[src/rtl/shift_pkg.sv]
// Shared types for the universal shift register: FSM states and shift direction.
package shift_pkg;

  typedef enum logic {
    IDLE  = 1'b0,
    SHIFT = 1'b1
  } state_e;

  typedef enum logic {
    DIR_LEFT  = 1'b0,
    DIR_RIGHT = 1'b1
  } dir_e;

endpackage

[src/rtl/shift_step.sv]
// Single-bit shift/rotate step: next register value and the bit shifted out.
module shift_step
  import shift_pkg::*;
#(
  parameter int WIDTH = 8
) (
  input  logic [WIDTH-1:0] q,
  input  dir_e             dir,
  input  logic             rotate,
  input  logic             sin,
  output logic [WIDTH-1:0] q_next,
  output logic             out_bit
);

  always_comb begin
    q_next  = q;
    out_bit = 1'b0;
    if (dir == DIR_LEFT) begin
      q_next  = {q[WIDTH-2:0], (rotate ? q[WIDTH-1] : sin)};
      out_bit = q[WIDTH-1];
    end else begin
      q_next  = {(rotate ? q[0] : sin), q[WIDTH-1:1]};
      out_bit = q[0];
    end
  end

endmodule

[src/rtl/univ_shift_reg.sv]
// Universal shift register: parallel load plus counted burst shift/rotate in
// either direction, with busy/done handshake.
module univ_shift_reg
  import shift_pkg::*;
#(
  parameter int WIDTH = 8,
  parameter int CNT_W = $clog2(WIDTH + 1)
) (
  input  logic             clk,
  input  logic             reset_n,
  input  logic             load,
  input  logic [WIDTH-1:0] data_in,
  input  logic             start,
  input  logic [CNT_W-1:0] shift_count,
  input  logic             dir,
  input  logic             rotate,
  input  logic             sin,
  output logic [WIDTH-1:0] parallel_out,
  output logic             sout,
  output logic             busy,
  output logic             done
);

  state_e           state_q, state_d;
  logic [WIDTH-1:0] q_q, q_d;
  logic             sout_q, sout_d;
  logic             busy_q, busy_d;
  logic             done_q, done_d;
  logic [CNT_W-1:0] cnt_q, cnt_d;
  dir_e             dir_q, dir_d;
  logic             rot_q, rot_d;

  logic [WIDTH-1:0] step_q;
  logic             step_out;

  shift_step #(
    .WIDTH (WIDTH)
  ) u_step (
    .q       (q_q),
    .dir     (dir_q),
    .rotate  (rot_q),
    .sin     (sin),
    .q_next  (step_q),
    .out_bit (step_out)
  );

  always_comb begin
    state_d = state_q;
    q_d     = q_q;
    sout_d  = sout_q;
    busy_d  = busy_q;
    done_d  = 1'b0;
    cnt_d   = cnt_q;
    dir_d   = dir_q;
    rot_d   = rot_q;
    unique case (state_q)
      IDLE: begin
        if (load) begin
          q_d = data_in;
        end else if (start) begin
          // A zero-length burst completes immediately without entering SHIFT.
          if (shift_count == '0) begin
            done_d = 1'b1;
          end else begin
            cnt_d   = shift_count;
            dir_d   = dir_e'(dir);
            rot_d   = rotate;
            busy_d  = 1'b1;
            state_d = SHIFT;
          end
        end
      end
      SHIFT: begin
        q_d    = step_q;
        sout_d = step_out;
        cnt_d  = cnt_q - CNT_W'(1);
        if (cnt_q == CNT_W'(1)) begin
          busy_d  = 1'b0;
          done_d  = 1'b1;
          state_d = IDLE;
        end
      end
      default: state_d = IDLE;
    endcase
  end

  always_ff @(posedge clk or negedge reset_n) begin
    if (!reset_n) begin
      state_q <= IDLE;
      q_q     <= '0;
      sout_q  <= 1'b0;
      busy_q  <= 1'b0;
      done_q  <= 1'b0;
      cnt_q   <= '0;
      dir_q   <= DIR_LEFT;
      rot_q   <= 1'b0;
    end else begin
      state_q <= state_d;
      q_q     <= q_d;
      sout_q  <= sout_d;
      busy_q  <= busy_d;
      done_q  <= done_d;
      cnt_q   <= cnt_d;
      dir_q   <= dir_d;
      rot_q   <= rot_d;
    end
  end

  assign parallel_out = q_q;
  assign sout         = sout_q;
  assign busy         = busy_q;
  assign done         = done_q;

endmodule

[config.mk]
export PLATFORM = sky130hd
export DESIGN_NAME = univ_shift_reg
export DESIGN_NICKNAME = d
export VERILOG_FILES = /design/src/rtl/shift_pkg.sv /design/src/rtl/shift_step.sv /design/src/rtl/univ_shift_reg.sv
export SDC_FILE = /design/constraint.sdc
export NUM_CORES = 1
export LEC_CHECK = 0
export CAP_MARGIN = 40
export CORE_MARGIN = 5
export CORE_UTILIZATION = 46
export DETAILED_ROUTE_END_ITERATION = 12
export MAX_ROUTING_LAYER = met4
export PLACE_DENSITY = 0.78
export SKIP_LAST_GASP = 1
export SYNTH_ARGS = -nofsm -noshare
export SYNTH_HDL_FRONTEND = slang
export SYNTH_HIERARCHICAL = 1
export SYNTH_SLANG_ARGS = --single-unit
[constraint.sdc]
create_clock -name clk -period 2.13 [get_ports clk]
set_clock_uncertainty 0.2 [all_clocks]
set_input_delay 0.639 -clock clk [delete_from_list [all_inputs] [get_ports clk]]
set_output_delay 0.639 -clock clk [all_outputs]
set_load 0.005 [all_outputs]
==> impl_table.tex, run 1 <==
\begin{tabular}{lr}
\hline
Metric & Value \\
\hline
\multicolumn{2}{l}{\textbf{Global route}} \\
First-pass GRT wire length & 4020 µm \\
GRT Residual Overflow & 0 \\
Initial antenna violation count & 0 \\
GR Util All Layers & 0.155 \\
Largest net degree at the start of global routing & 24 \\
Number of global-route vias before repair & roughly 900 \\
\multicolumn{2}{l}{\textbf{Logic synthesis}} \\
Synthesized area per cell & between 10 and 15 µm² \\
Flops \& latches, synth & 18 \\
Post-Synthesis Cells & 97 \\
Most used flip-flop cell after synthesis & sky130\_fd\_sc\_hd\_\_dfrtp\_1 \\
Share of synthesized registers carrying an async set or reset & 1.00 \\
Number of synthesized flops with an enable pin & 0 \\
Net count after synthesis & 118 \\
Post-synthesis sequential area ratio & 0.435 \\
Count of yosys warnings during synthesis & 6 \\
Mapped cell area & between 0.001 and 0.0015 mm² \\
Synth cell types & 24 \\
\multicolumn{2}{l}{\textbf{Cells and area}} \\
Layout area overhead & 40.9\% \\
Nets & between 150 and 200 \\
Final cell utilization of the core & 0.666 \\
Fraction of final layout cells with drive strength greater than 1 & 0.225 \\
Count of antenna diodes in the layout & 0 \\
Number of cells in the finished layout apart from fillers & roughly 170 \\
\multicolumn{2}{l}{\textbf{Setup path}} \\
Startpoint of the most critical register-to-register path & cnt\_q[1]\$\_DFFE\_PN0P\_ \\
CP max stage cell & sky130\_fd\_sc\_hd\_\_clkdlybuf4s50\_1 \\
Critical Path Source Type & flop \\
Worst R2R Setup Slack & between 400 and 500 ps \\
Number of cells on the worst reg-to-reg path & 5 \\
Cell Chain, Critical Path & clkdlybuf4s50\_1 \\
Largest stage delay on the critical path & between 500 and 600 ps \\
Required time of the worst setup path & around 1300 ps \\
Kind of cell with the highest combined delay on the critical path & buffers and inverters \\
Buffer and inverter count on the worst path & 1 \\
Critical Path AT & roughly 1200 ps \\
Endpoint kind of the worst setup timing path & primary output \\
Crit path kind & reg -> out \\
Endpoint of the worst register-to-register path & busy\$\_DFFE\_PN0P\_ \\
Highest net fanout along the worst path & 4 \\
\multicolumn{2}{l}{\textbf{Clock network}} \\
Clock latency of the later-clocked register in the worst-skew pair & about 280 ps \\
Bufs on Longest Clock Path & 2 \\
TritonCTS clock tree & yes \\
Post-CTS Hold Buffers & 0 \\
Clock tree sinks & 18 \\
Clock-pin slew of the registers on the worst-case setup and hold paths & 100 ps \\
Clock root buffer & sky130\_fd\_sc\_hd\_\_clkbuf\_4 \\
Number of buffers created by CTS & 3 \\
Number of H-tree branching levels & 1 \\
\multicolumn{2}{l}{\textbf{Route}} \\
Length of the first detailed-routing pass in iterations & 5 \\
Routed wire length per instance & roughly 14 µm \\
Drc violations & 0 \\
Remaining antenna violation count after routing & 0 \\
Vias per cell & 5.23 \\
Number of DRC violations after detailed-routing iteration 0 & 19 \\
Wire length reported by the detailed router & 2400 µm \\
Total number of vias & between 800 and 900 \\
\multicolumn{2}{l}{\textbf{STA}} \\
Final critical-path share of the clock period & 0.970 \\
Max-slew headroom at the worst pin & 0.650 \\
Highest clock frequency the design can meet & between 0.4 and 0.5 GHz \\
Final critical-path required period & roughly 2100 ps \\
Final hold slack & 320 ps \\
Count of final hold-check violations & 0 \\
Final setup violating endpoints & 0 \\
Pins Over Slew Limit & 0 \\
Worst-margin pin slew & between 500 and 600 ps \\
Setup Total Neg Slack & 0 ps \\
Setup repair after global routing missed its margin & no \\
\multicolumn{2}{l}{\textbf{Power and ir drop}} \\
Sequential cell fraction of total power & 0.384 \\
VDD IR max & between 0.7 and 0.8 mV \\
Reported net switching power & about 0.00064 W \\
Leak Pwr & $\sim$0.68 nW \\
PnR Total Power & 0.00184 W \\
Switching share of total power & 0.350 \\
Power density over the cells & about 1300 mW/mm² \\
Logic gate share of total power & 0.504 \\
Internal power & approximately 0.0012 W \\
Clock network power share & 0.112 \\
\multicolumn{2}{l}{\textbf{Floorplan}} \\
Die Width & 57.5 µm \\
Count of boundary I/O pins & 30 \\
Die H & roughly 57 µm \\
Core ar. & between 0.002 and 0.0025 mm² \\
Effective utilization at floorplan & 0.473 \\
Row cnt & 17 \\
Die ar. & approximately 0.0033 mm² \\
\multicolumn{2}{l}{\textbf{Placement}} \\
Placed wire-length estimate after detailed placement & around 1900 µm \\
Inst Count DP & between 150 and 200 \\
Number of port buffers & 29 \\
Gp weighted congestion & around 0.83 \\
\multicolumn{2}{l}{\textbf{Hold path}} \\
Endpoint with the worst hold slack & sout\$\_DFFE\_PN0P\_ \\
HP Class & reg -> reg \\
Critical hold path startpoint & sout\$\_DFFE\_PN0P\_ \\
Cell depth of the worst min-delay path & 1 \\
\multicolumn{2}{l}{\textbf{Run status}} \\
Run status & finished clean \\
\multicolumn{2}{l}{\textbf{Run}} \\
Max Cap Violations & 0 \\
\hline
\end{tabular}
==> synthesized netlist by cell type, drive strengths merged (2+ instances only) <==
cell type	n	share of area
nor2	2	0.0072
buf	2	0.022
mux2i	10	0.097
mux2	10	0.14
clkbuf	2	0.0072
a22oi	2	0.014
a31oi	2	0.012
nor4	2	0.018
dfrtp	18	0.43
ha	2	0.024
nor3	3	0.014
nand2	14	0.051
a21oi	3	0.014
o21ai	15	0.072
inv	3	0.011
==> state kept, by name (all words and copies together), names as in the netlist <==
register and flops:
parallel_out 8, cnt_q 4, busy 1, dir_q 1, done 1, rot_q 1
sout 1, state_q 1
==> final cells by class <==
cell class,instances,area [µm²]
Clock buffer,4,36.3
Tap cell,28,35.0
Multi-Input combinational cell,72,544
Inverter,3,11.3
Sequential cell,18,450
Timing Repair Buffer,41,383
Fill cell,185,731
==> layer usage <==
layer	wire length, µm	global-route usage	vias up
li1	-	-	430
met1	1090	0.195	398
met2	1120	0.244	37
met3	158	0.0430	4
met4	31	0.0430	0
met5	0	-	-
==> metrics by stage <==
step	setup WS, ps	area (µm²)
after floorplan	249	1040
after global placement	-108	1400
after detailed placement	-200	1400
after CTS	23.2	1440
after global routing	1.41	1460
final	64.4	1460
==> kinds of logic after synthesis <==
kind of cell / after synthesis / synth area share
buffers and inverters: 7 / 0.0399
adders and majority gates: 2 / 0.0242
xor gates and xnor gates: 1 / 0.00846
and+or+nand+nor: 26 / 0.136
muxes: 20 / 0.234
DFF: 18 / 0.435
AOI/OAI and AO/OA: 23 / 0.122
==> worst max-delay path by stage <==
| stage | start | end | slack (ps) | depth (start not counted) |
|---|---|---|---|---|
| final | parallel_out[1]$_DFFE_PN0P_ | parallel_out[1] | 60 | 1 |
| after global routing | parallel_out[2]$_DFFE_PN0P_ | parallel_out[2] | 1 | 1 |
| after CTS | parallel_out[7]$_DFFE_PN0P_ | parallel_out[7] | 20 | 1 |
| after detailed placement | shift_count[2] | rot_q$_DFFE_PN0P_ | -200 | 4 |
| after global placement | shift_count[2] | dir_q$_DFFE_PN0P_ | -110 | 4 |
| after floorplan | load | dir_q$_DFFE_PN0P_ | 250 | 4 |
==> cell usage in the layout, fill, tap and decap left out, drive strengths merged <==
cell type / synthesis / routed
or3: 1 / 1
xor2: 1 / 1
nor3: 3 / 3
a31oi: 2 / 2
buf: 2 / 12
o31a: 1 / 1
clkdlybuf4s50: 0 / 28
mux2: 10 / 10
nand2b: 1 / 1
nor4: 2 / 2
nor2: 2 / 2
nand2: 14 / 14
a21oi: 3 / 3
mux2i: 10 / 10
inv: 3 / 3
dlymetal6s2s: 0 / 1
nand3: 1 / 1
o21ai: 15 / 15
a22oi: 2 / 2
dfrtp: 18 / 18
ha: 2 / 2
or3b: 1 / 1
and2b: 1 / 1
clkbuf: 2 / 4
==> power groups by stage <==
stage / clock network, W / registers [W] / logic [W]
global route: 0.000236 / 0.000735 / 0.00102
floorplan: 0 / 0.000659 / 0.000584
detailed placement: 0 / 0.000716 / 0.000887
CTS: 0.000214 / 0.000711 / 0.000893
finish: 0.000207 / 0.000705 / 0.000926
global placement: 0 / 0.000714 / 0.000856
==> timing repair <==
action	CTS	global route
resized for setup	0	1
setup endpoints to repair	0	4
setup buffers	0	3
Power figures use the tool's default switching activity.
==> inputs of run 2 (changes only) <==
--- a/config.mk
+++ b/config.mk
@@ -7,10 +7,10 @@
 export LEC_CHECK = 0
 export CAP_MARGIN = 40
 export CORE_MARGIN = 5
-export CORE_UTILIZATION = 46
+export CORE_UTILIZATION = 42
 export DETAILED_ROUTE_END_ITERATION = 12
 export MAX_ROUTING_LAYER = met4
-export PLACE_DENSITY = 0.78
+export PLACE_DENSITY = 0.75
 export SKIP_LAST_GASP = 1
 export SYNTH_ARGS = -nofsm -noshare
 export SYNTH_HDL_FRONTEND = slang
==> constraint.sdc (replaced) <==
create_clock -name clk -period 1.8 [get_ports clk]
set_clock_uncertainty 0.2 [all_clocks]
set_input_delay 0.54 -clock clk [delete_from_list [all_inputs] [get_ports clk]]
set_output_delay 0.54 -clock clk [all_outputs]
set_load 0.005 [all_outputs]
==> run 2 against run 1 <==
  * Combinational power increased by 25%
  * Flip-flop and latch count unchanged
  * Global-route usage increased by 0.67 points
  * Cell count increased by 4.2%
  * Die area increased by 7.8%
  * First-iteration DRC count increased by 21%
  * Routed wire length increased by 2.8%
  * Sequential share of layout area decreased by 0.47 points
  * Clock-buffer cell count decreased by 1
  * Critical endpoint is now parallel_out[4]
  * Highest routed layer is now met3
==> impl_table.tex, run 2 (synthesized netlist as in run 1, its figures left out) <==
\begin{tabular}{lr}
\hline
Metric & Value \\
\hline
\multicolumn{2}{l}{\textbf{Cells and area}} \\
Final cell utilization of the core & 0.615 \\
Flip-flop count of the largest register, all copies and words added & 8 \\
Count of antenna diodes in the layout & 0 \\
Layout area overhead & 43.1\% \\
Fraction of final layout cells with drive strength greater than 1 & 0.252 \\
Nets & between 150 and 200 \\
Number of cells in the finished layout apart from fillers & $\sim$170 \\
Commonest non-fill, non-tap cells in the layout & sky130\_fd\_sc\_hd\_\_dfrtp\_1, sky130\_fd\_sc\_hd\_\_buf\_4, sky130\_fd\_sc\_hd\_\_dlygate4sd2\_1 \\
\multicolumn{2}{l}{\textbf{STA}} \\
Count of final hold-check violations & 0 \\
Final setup violating endpoints & 0 \\
Worst-margin pin slew & 526 ps \\
Highest clock frequency the design can meet & 0.588 GHz \\
Pins Over Slew Limit & 0 \\
Final critical-path required period & approximately 1700 ps \\
Final critical-path share of the clock period & 0.945 \\
Setup Total Neg Slack & 0 ps \\
Setup repair after global routing missed its margin & no \\
Final worst slack & about 100 ps \\
Max-slew headroom at the worst pin & 0.649 \\
\multicolumn{2}{l}{\textbf{Power and ir drop}} \\
Leak Pwr & about 0.74 nW \\
VDD IR max & 0.842 mV \\
Power density over the cells & 1460 mW/mm² \\
\multicolumn{2}{l}{\textbf{Clock network}} \\
Clock root buffer & sky130\_fd\_sc\_hd\_\_clkbuf\_4 \\
Post-CTS Hold Buffers & 0 \\
Clock tree sinks & 18 \\
Bufs on Longest Clock Path & 2 \\
Number of buffers created by CTS & 3 \\
TritonCTS clock tree & yes \\
Clock-pin slew of the registers on the worst-case setup and hold paths & roughly 110 ps \\
Number of H-tree branching levels & 1 \\
Clock latency of the later-clocked register in the worst-skew pair & approximately 290 ps \\
\multicolumn{2}{l}{\textbf{Setup path}} \\
Required time of the worst setup path & $\sim$1100 ps \\
Endpoint kind of the worst setup timing path & primary output \\
Kind of cell with the highest combined delay on the critical path & flip-flops \\
CP max stage cell & sky130\_fd\_sc\_hd\_\_dfrtp\_1 \\
Buffer and inverter count on the worst path & 1 \\
Crit path kind & reg -> out \\
Critical Path Source Type & flop \\
Largest stage delay on the critical path & 400 ps \\
Critical Path AT & around 960 ps \\
Cell Chain, Critical Path & dlygate4sd2\_1 \\
Highest net fanout along the worst path & 2 \\
\multicolumn{2}{l}{\textbf{Floorplan}} \\
Row cnt & 18 \\
Count of boundary I/O pins & 30 \\
Die Width & a little under 60 µm \\
Effective utilization at floorplan & 0.430 \\
Core ar. & between 0.002 and 0.0025 mm² \\
Die H & around 60 µm \\
Die ar. & approximately 0.0036 mm² \\
\multicolumn{2}{l}{\textbf{Route}} \\
Vias per cell & 5.12 \\
Length of the first detailed-routing pass in iterations & 4 \\
Routed wire length per instance & between 10 and 15 µm \\
Total number of vias & a little under 900 \\
Remaining antenna violation count after routing & 0 \\
Wire length reported by the detailed router & around 2500 µm \\
Number of DRC violations after detailed-routing iteration 0 & 23 \\
Drc violations & 0 \\
\multicolumn{2}{l}{\textbf{Placement}} \\
Worst slack at placement & -377 ps \\
Inst Count DP & approximately 160 \\
Gp weighted congestion & about 0.80 \\
Placed wire-length estimate after detailed placement & 1780 µm \\
Number of port buffers & 29 \\
\multicolumn{2}{l}{\textbf{Global route}} \\
Initial antenna violation count & 0 \\
GR Util All Layers & 0.162 \\
First-pass GRT wire length & 4280 µm \\
GRT Residual Overflow & 0 \\
Number of global-route vias before repair & a little under 1000 \\
Largest net degree at the start of global routing & 24 \\
\multicolumn{2}{l}{\textbf{Run}} \\
Max Cap Violations & 0 \\
\multicolumn{2}{l}{\textbf{Hold path}} \\
HP Class & reg -> reg \\
\multicolumn{2}{l}{\textbf{Run status}} \\
Run status & finished clean \\
\hline
\end{tabular}
[run 2: cell count changes in the layout (fill, tap and decap cells not counted), sizes merged]
cell and delta:
clkdlybuf4s50 -16, dlygate4sd2 +16, buf +6, clkbuf -1
[run 2: worst register-to-register path: stages (launching register included)]
cell and delay [ps]:
sky130_fd_sc_hd__dfrtp_1 420, sky130_fd_sc_hd__inv_1 90, sky130_fd_sc_hd__ha_1 160, sky130_fd_sc_hd__or3b_2 460, sky130_fd_sc_hd__o21ai_0 170, sky130_fd_sc_hd__nand2_1 70
[run 2: path summary, 6_finish.rpt]
check                      cells after the start                          end                        start  slack, ps
hold reg to reg                                1             sout$_DFFE_PN0P_             sout$_DFFE_PN0P_        310
hold / removal                                 1             sout$_DFFE_PN0P_             sout$_DFFE_PN0P_        310
max in group asynchronous                      2  parallel_out[3]$_DFFE_PN0P_                      reset_n        840
setup / recovery                               1              parallel_out[4]  parallel_out[4]$_DFFE_PN0P_        100
min in group asynchronous                      2               done$_DFF_PN0_                      reset_n        360
setup reg to reg                               5             busy$_DFFE_PN0P_         cnt_q[1]$_DFFE_PN0P_        140
[run 2: where the power goes]
group | switching [W] | total, W | internal (W)
Combinational | 0.000463 | 0.00116 | 0.000695
Clock | 0.000123 | 0.000201 | 0.0000777
Sequential | 0.000198 | 0.000799 | 0.000601
Total | 0.000784 | 0.00216 | 0.00137
[run 2: layer usage]
metal	vias up	track usage	part of all wire
li1	438	-	-
met1	417	0.212	0.47
met2	30	0.258	0.47
met3	0	0.0454	0.060
met4	0	0.0190	0
met5	-	-	0
[run 2: cell type report]
| cell class | count | area [µm²] |
|---|---|---|
| fillers | 218 | 927 |
| multi-input cells | 72 | 553 |
| flip-flops and latches | 18 | 450 |
| repair buffers | 47 | 408 |
| well taps | 30 | 37.5 |
| clock buffers | 3 | 22.5 |
| inverters | 3 | 11.3 |
[run 2: repair_timing]
item | 4_1_cts | 5_1_grt
resized for setup | 17 | 1
setup buffers | 5 | 1
endpoints found under the setup margin | 13 | 1
endpoints found under the hold margin | 0 | 0
[run 2: through the flow]
| stage | cell area, µm² | hold WS, ps | total power [W] |
|---|---|---|---|
| after global placement | 1420 | 293 | 0.00191 |
| after global routing | 1480 | 352 | 0.00233 |
| final | 1480 | 308 | 0.00216 |
| after detailed placement | 1420 | 294 | 0.00195 |
| after CTS | 1470 | 312 | 0.00216 |
| after floorplan | 1040 | 44.4 | 0.00147 |
==> inputs of run 3 (changes only) <==
--- a/config.mk
+++ b/config.mk
@@ -11,6 +11,7 @@
 export DETAILED_ROUTE_END_ITERATION = 12
 export MAX_ROUTING_LAYER = met4
 export PLACE_DENSITY = 0.75
+export SKIP_CTS_REPAIR_TIMING = 1
 export SKIP_LAST_GASP = 1
 export SYNTH_ARGS = -nofsm -noshare
 export SYNTH_HDL_FRONTEND = slang
==> run 3 against run 2 <==
  * Non-clock buffer count is the same
  * Final area grew 4.1%
  * Clock power is essentially flat
  * Routed wire length grew 2.0%
  * Worst setup slack gained 47 ps
  * Cell count is the same
  * Flip-flop and latch count is the same
  * Sequential share of layout area shrank 1.2 points
  * Power grew 1.9%
  * Combinational power is essentially flat
  * Worst hold slack is essentially flat
==> impl_table.tex, run 3 (synthesized netlist as in run 1, its figures left out) <==
\begin{tabular}{lr}
\hline
Metric & Value \\
\hline
\multicolumn{2}{l}{\textbf{Clock network}} \\
Number of H-tree branching levels & 1 \\
Bufs on Longest Clock Path & 2 \\
Clock tree sinks & 18 \\
Clock latency of the later-clocked register in the worst-skew pair & roughly 290 ps \\
Clock-pin slew of the registers on the worst-case setup and hold paths & about 100 ps \\
TritonCTS clock tree & yes \\
Number of buffers created by CTS & 3 \\
Clock root buffer & sky130\_fd\_sc\_hd\_\_clkbuf\_4 \\
\multicolumn{2}{l}{\textbf{Power and ir drop}} \\
Logic gate share of total power & 0.540 \\
Internal power & roughly 0.0014 W \\
Power density over the cells & roughly 1400 mW/mm² \\
Reported net switching power & about 0.0008 W \\
Sequential cell fraction of total power & 0.369 \\
Leak Pwr & between 0.8 and 0.9 nW \\
VDD IR max & 0.862 mV \\
Switching share of total power & 0.357 \\
PnR Total Power & approximately 0.0022 W \\
Clock network power share & 0.091 \\
\multicolumn{2}{l}{\textbf{Cells and area}} \\
Final instance area & 0.00154 mm² \\
Layout area overhead & 48.9\% \\
Nets & between 150 and 200 \\
Flip-flop count of the largest register, all copies and words added & 8 \\
Commonest non-fill, non-tap cells in the layout & sky130\_fd\_sc\_hd\_\_dfrtp\_1, sky130\_fd\_sc\_hd\_\_buf\_4, sky130\_fd\_sc\_hd\_\_dlymetal6s2s\_1 \\
Total of fill cells in the finished design & a little over 200 \\
Fraction of final layout cells with drive strength greater than 1 & 0.252 \\
Count of antenna diodes in the layout & 0 \\
Final cell utilization of the core & 0.640 \\
\multicolumn{2}{l}{\textbf{Route}} \\
Wire length reported by the detailed router & about 2500 µm \\
Number of DRC violations after detailed-routing iteration 0 & 19 \\
Total number of vias & 884 \\
Drc violations & 0 \\
Length of the first detailed-routing pass in iterations & 4 \\
Vias per cell & about 5.1 \\
Remaining antenna violation count after routing & 0 \\
Routed wire length per instance & $\sim$15 µm \\
\multicolumn{2}{l}{\textbf{STA}} \\
Worst-margin pin slew & between 500 and 600 ps \\
Setup repair after global routing missed its margin & no \\
Pins Over Slew Limit & 0 \\
Final critical-path required period & 1650 ps \\
Final critical-path share of the clock period & 0.919 \\
Highest clock frequency the design can meet & 0.604 GHz \\
Count of final hold-check violations & 0 \\
Final setup violating endpoints & 0 \\
Max-slew headroom at the worst pin & 0.649 \\
\multicolumn{2}{l}{\textbf{Floorplan}} \\
Row cnt & 18 \\
Core ar. & roughly 0.0024 mm² \\
Die ar. & around 0.0036 mm² \\
Count of boundary I/O pins & 30 \\
Die H & between 50 and 60 µm \\
Die Width & slightly below 60 µm \\
Effective utilization at floorplan & 0.430 \\
\multicolumn{2}{l}{\textbf{Hold path}} \\
HP Class & reg -> reg \\
\multicolumn{2}{l}{\textbf{Setup path}} \\
CP max stage cell & sky130\_fd\_sc\_hd\_\_or3b\_2 \\
Buffer and inverter count on the worst path & 1 \\
Highest net fanout along the worst path & 4 \\
Cell Chain, Critical Path & inv\_1 -> ha\_1 -> or3b\_2 -> o21ai\_0 -> nand2\_1 \\
Critical Path AT & roughly 1600 ps \\
Required time of the worst setup path & 1790 ps \\
Kind of cell with the highest combined delay on the critical path & simple AND/OR/NAND/NOR gates \\
Critical Path Source Type & flop \\
Largest stage delay on the critical path & $\sim$460 ps \\
Crit path kind & reg -> reg \\
Endpoint kind of the worst setup timing path & flop \\
\multicolumn{2}{l}{\textbf{Placement}} \\
Placed wire-length estimate after detailed placement & approximately 1800 µm \\
Gp weighted congestion & between 0.7 and 0.8 \\
Number of port buffers & 29 \\
Post-placement cell area & 0.00142 mm² \\
\multicolumn{2}{l}{\textbf{Run}} \\
Max Cap Violations & 0 \\
\multicolumn{2}{l}{\textbf{Global route}} \\
GR Util All Layers & 0.153 \\
First-pass GRT wire length & approximately 4100 µm \\
Number of global-route vias before repair & between 900 and 1000 \\
GRT Residual Overflow & 0 \\
Initial antenna violation count & 0 \\
Largest net degree at the start of global routing & 24 \\
\multicolumn{2}{l}{\textbf{Run status}} \\
Run status & finished clean \\
\hline
\end{tabular}
## run 3: changes by cell type in the layout (fill, tap and decap cells not counted), sizes merged
| cell | delta |
|---|---|
| dlygate4sd2 | -16 |
| dlymetal6s2s | +16 |
## run 3: worst paths after layout
path / start / end / slack (ps) / depth (start not counted)
worst max-delay path: cnt_q[1]$_DFFE_PN0P_ / busy$_DFFE_PN0P_ / 150 / 5
worst min-delay path: sout$_DFFE_PN0P_ / sout$_DFFE_PN0P_ / 310 / 1
worst max register to register: cnt_q[1]$_DFFE_PN0P_ / busy$_DFFE_PN0P_ / 150 / 5
worst min register to register: sout$_DFFE_PN0P_ / sout$_DFFE_PN0P_ / 310 / 1
max in group asynchronous: reset_n / parallel_out[3]$_DFFE_PN0P_ / 840 / 2
min in group asynchronous: reset_n / done$_DFF_PN0_ / 360 / 2
## run 3: layer usage
layer | global-route usage | routed length (µm) | vias up
met5 | - | 0 | -
met4 | 0.0190 | 0 | 0
met3 | 0.0454 | 152 | 0
met2 | 0.241 | 1220 | 31
met1 | 0.200 | 1140 | 414
li1 | - | - | 439
## run 3: power groups by stage
stage               clock, W  combinational (W)  sequential (W)
floorplan                  0           0.000691        0.000780
global placement           0            0.00109        0.000826
detailed placement         0            0.00112        0.000831
CTS                 0.000204            0.00112        0.000831
global route        0.000221            0.00131        0.000842
finish              0.000200            0.00119        0.000812
## run 3: metrics by stage
stage | setup slack (ps) | hold slack (ps) | setup TNS [ps] | cells
2_1_floorplan | 17.9 | 44.4 | 0 | 97
3_5_place_dp | -377 | 294 | -2840 | 164
5_1_grt | 63.7 | 352 | 0 | 173
3_3_place_gp | -356 | 293 | -2780 | 164
4_1_cts | -188 | 317 | -1650 | 167
6_report | 145 | 308 | 0 | 173
## run 3: final cells by class
class / count / area, µm² / area share
clock buffer: 3 / 22.5 / 0.0146
sequential: 18 / 450 / 0.292
multi-input combinational: 72 / 553 / 0.358
timing repair buffer: 47 / 468 / 0.303
tap: 30 / 37.5 / 0.0243
inverter: 3 / 11.3 / 0.00730
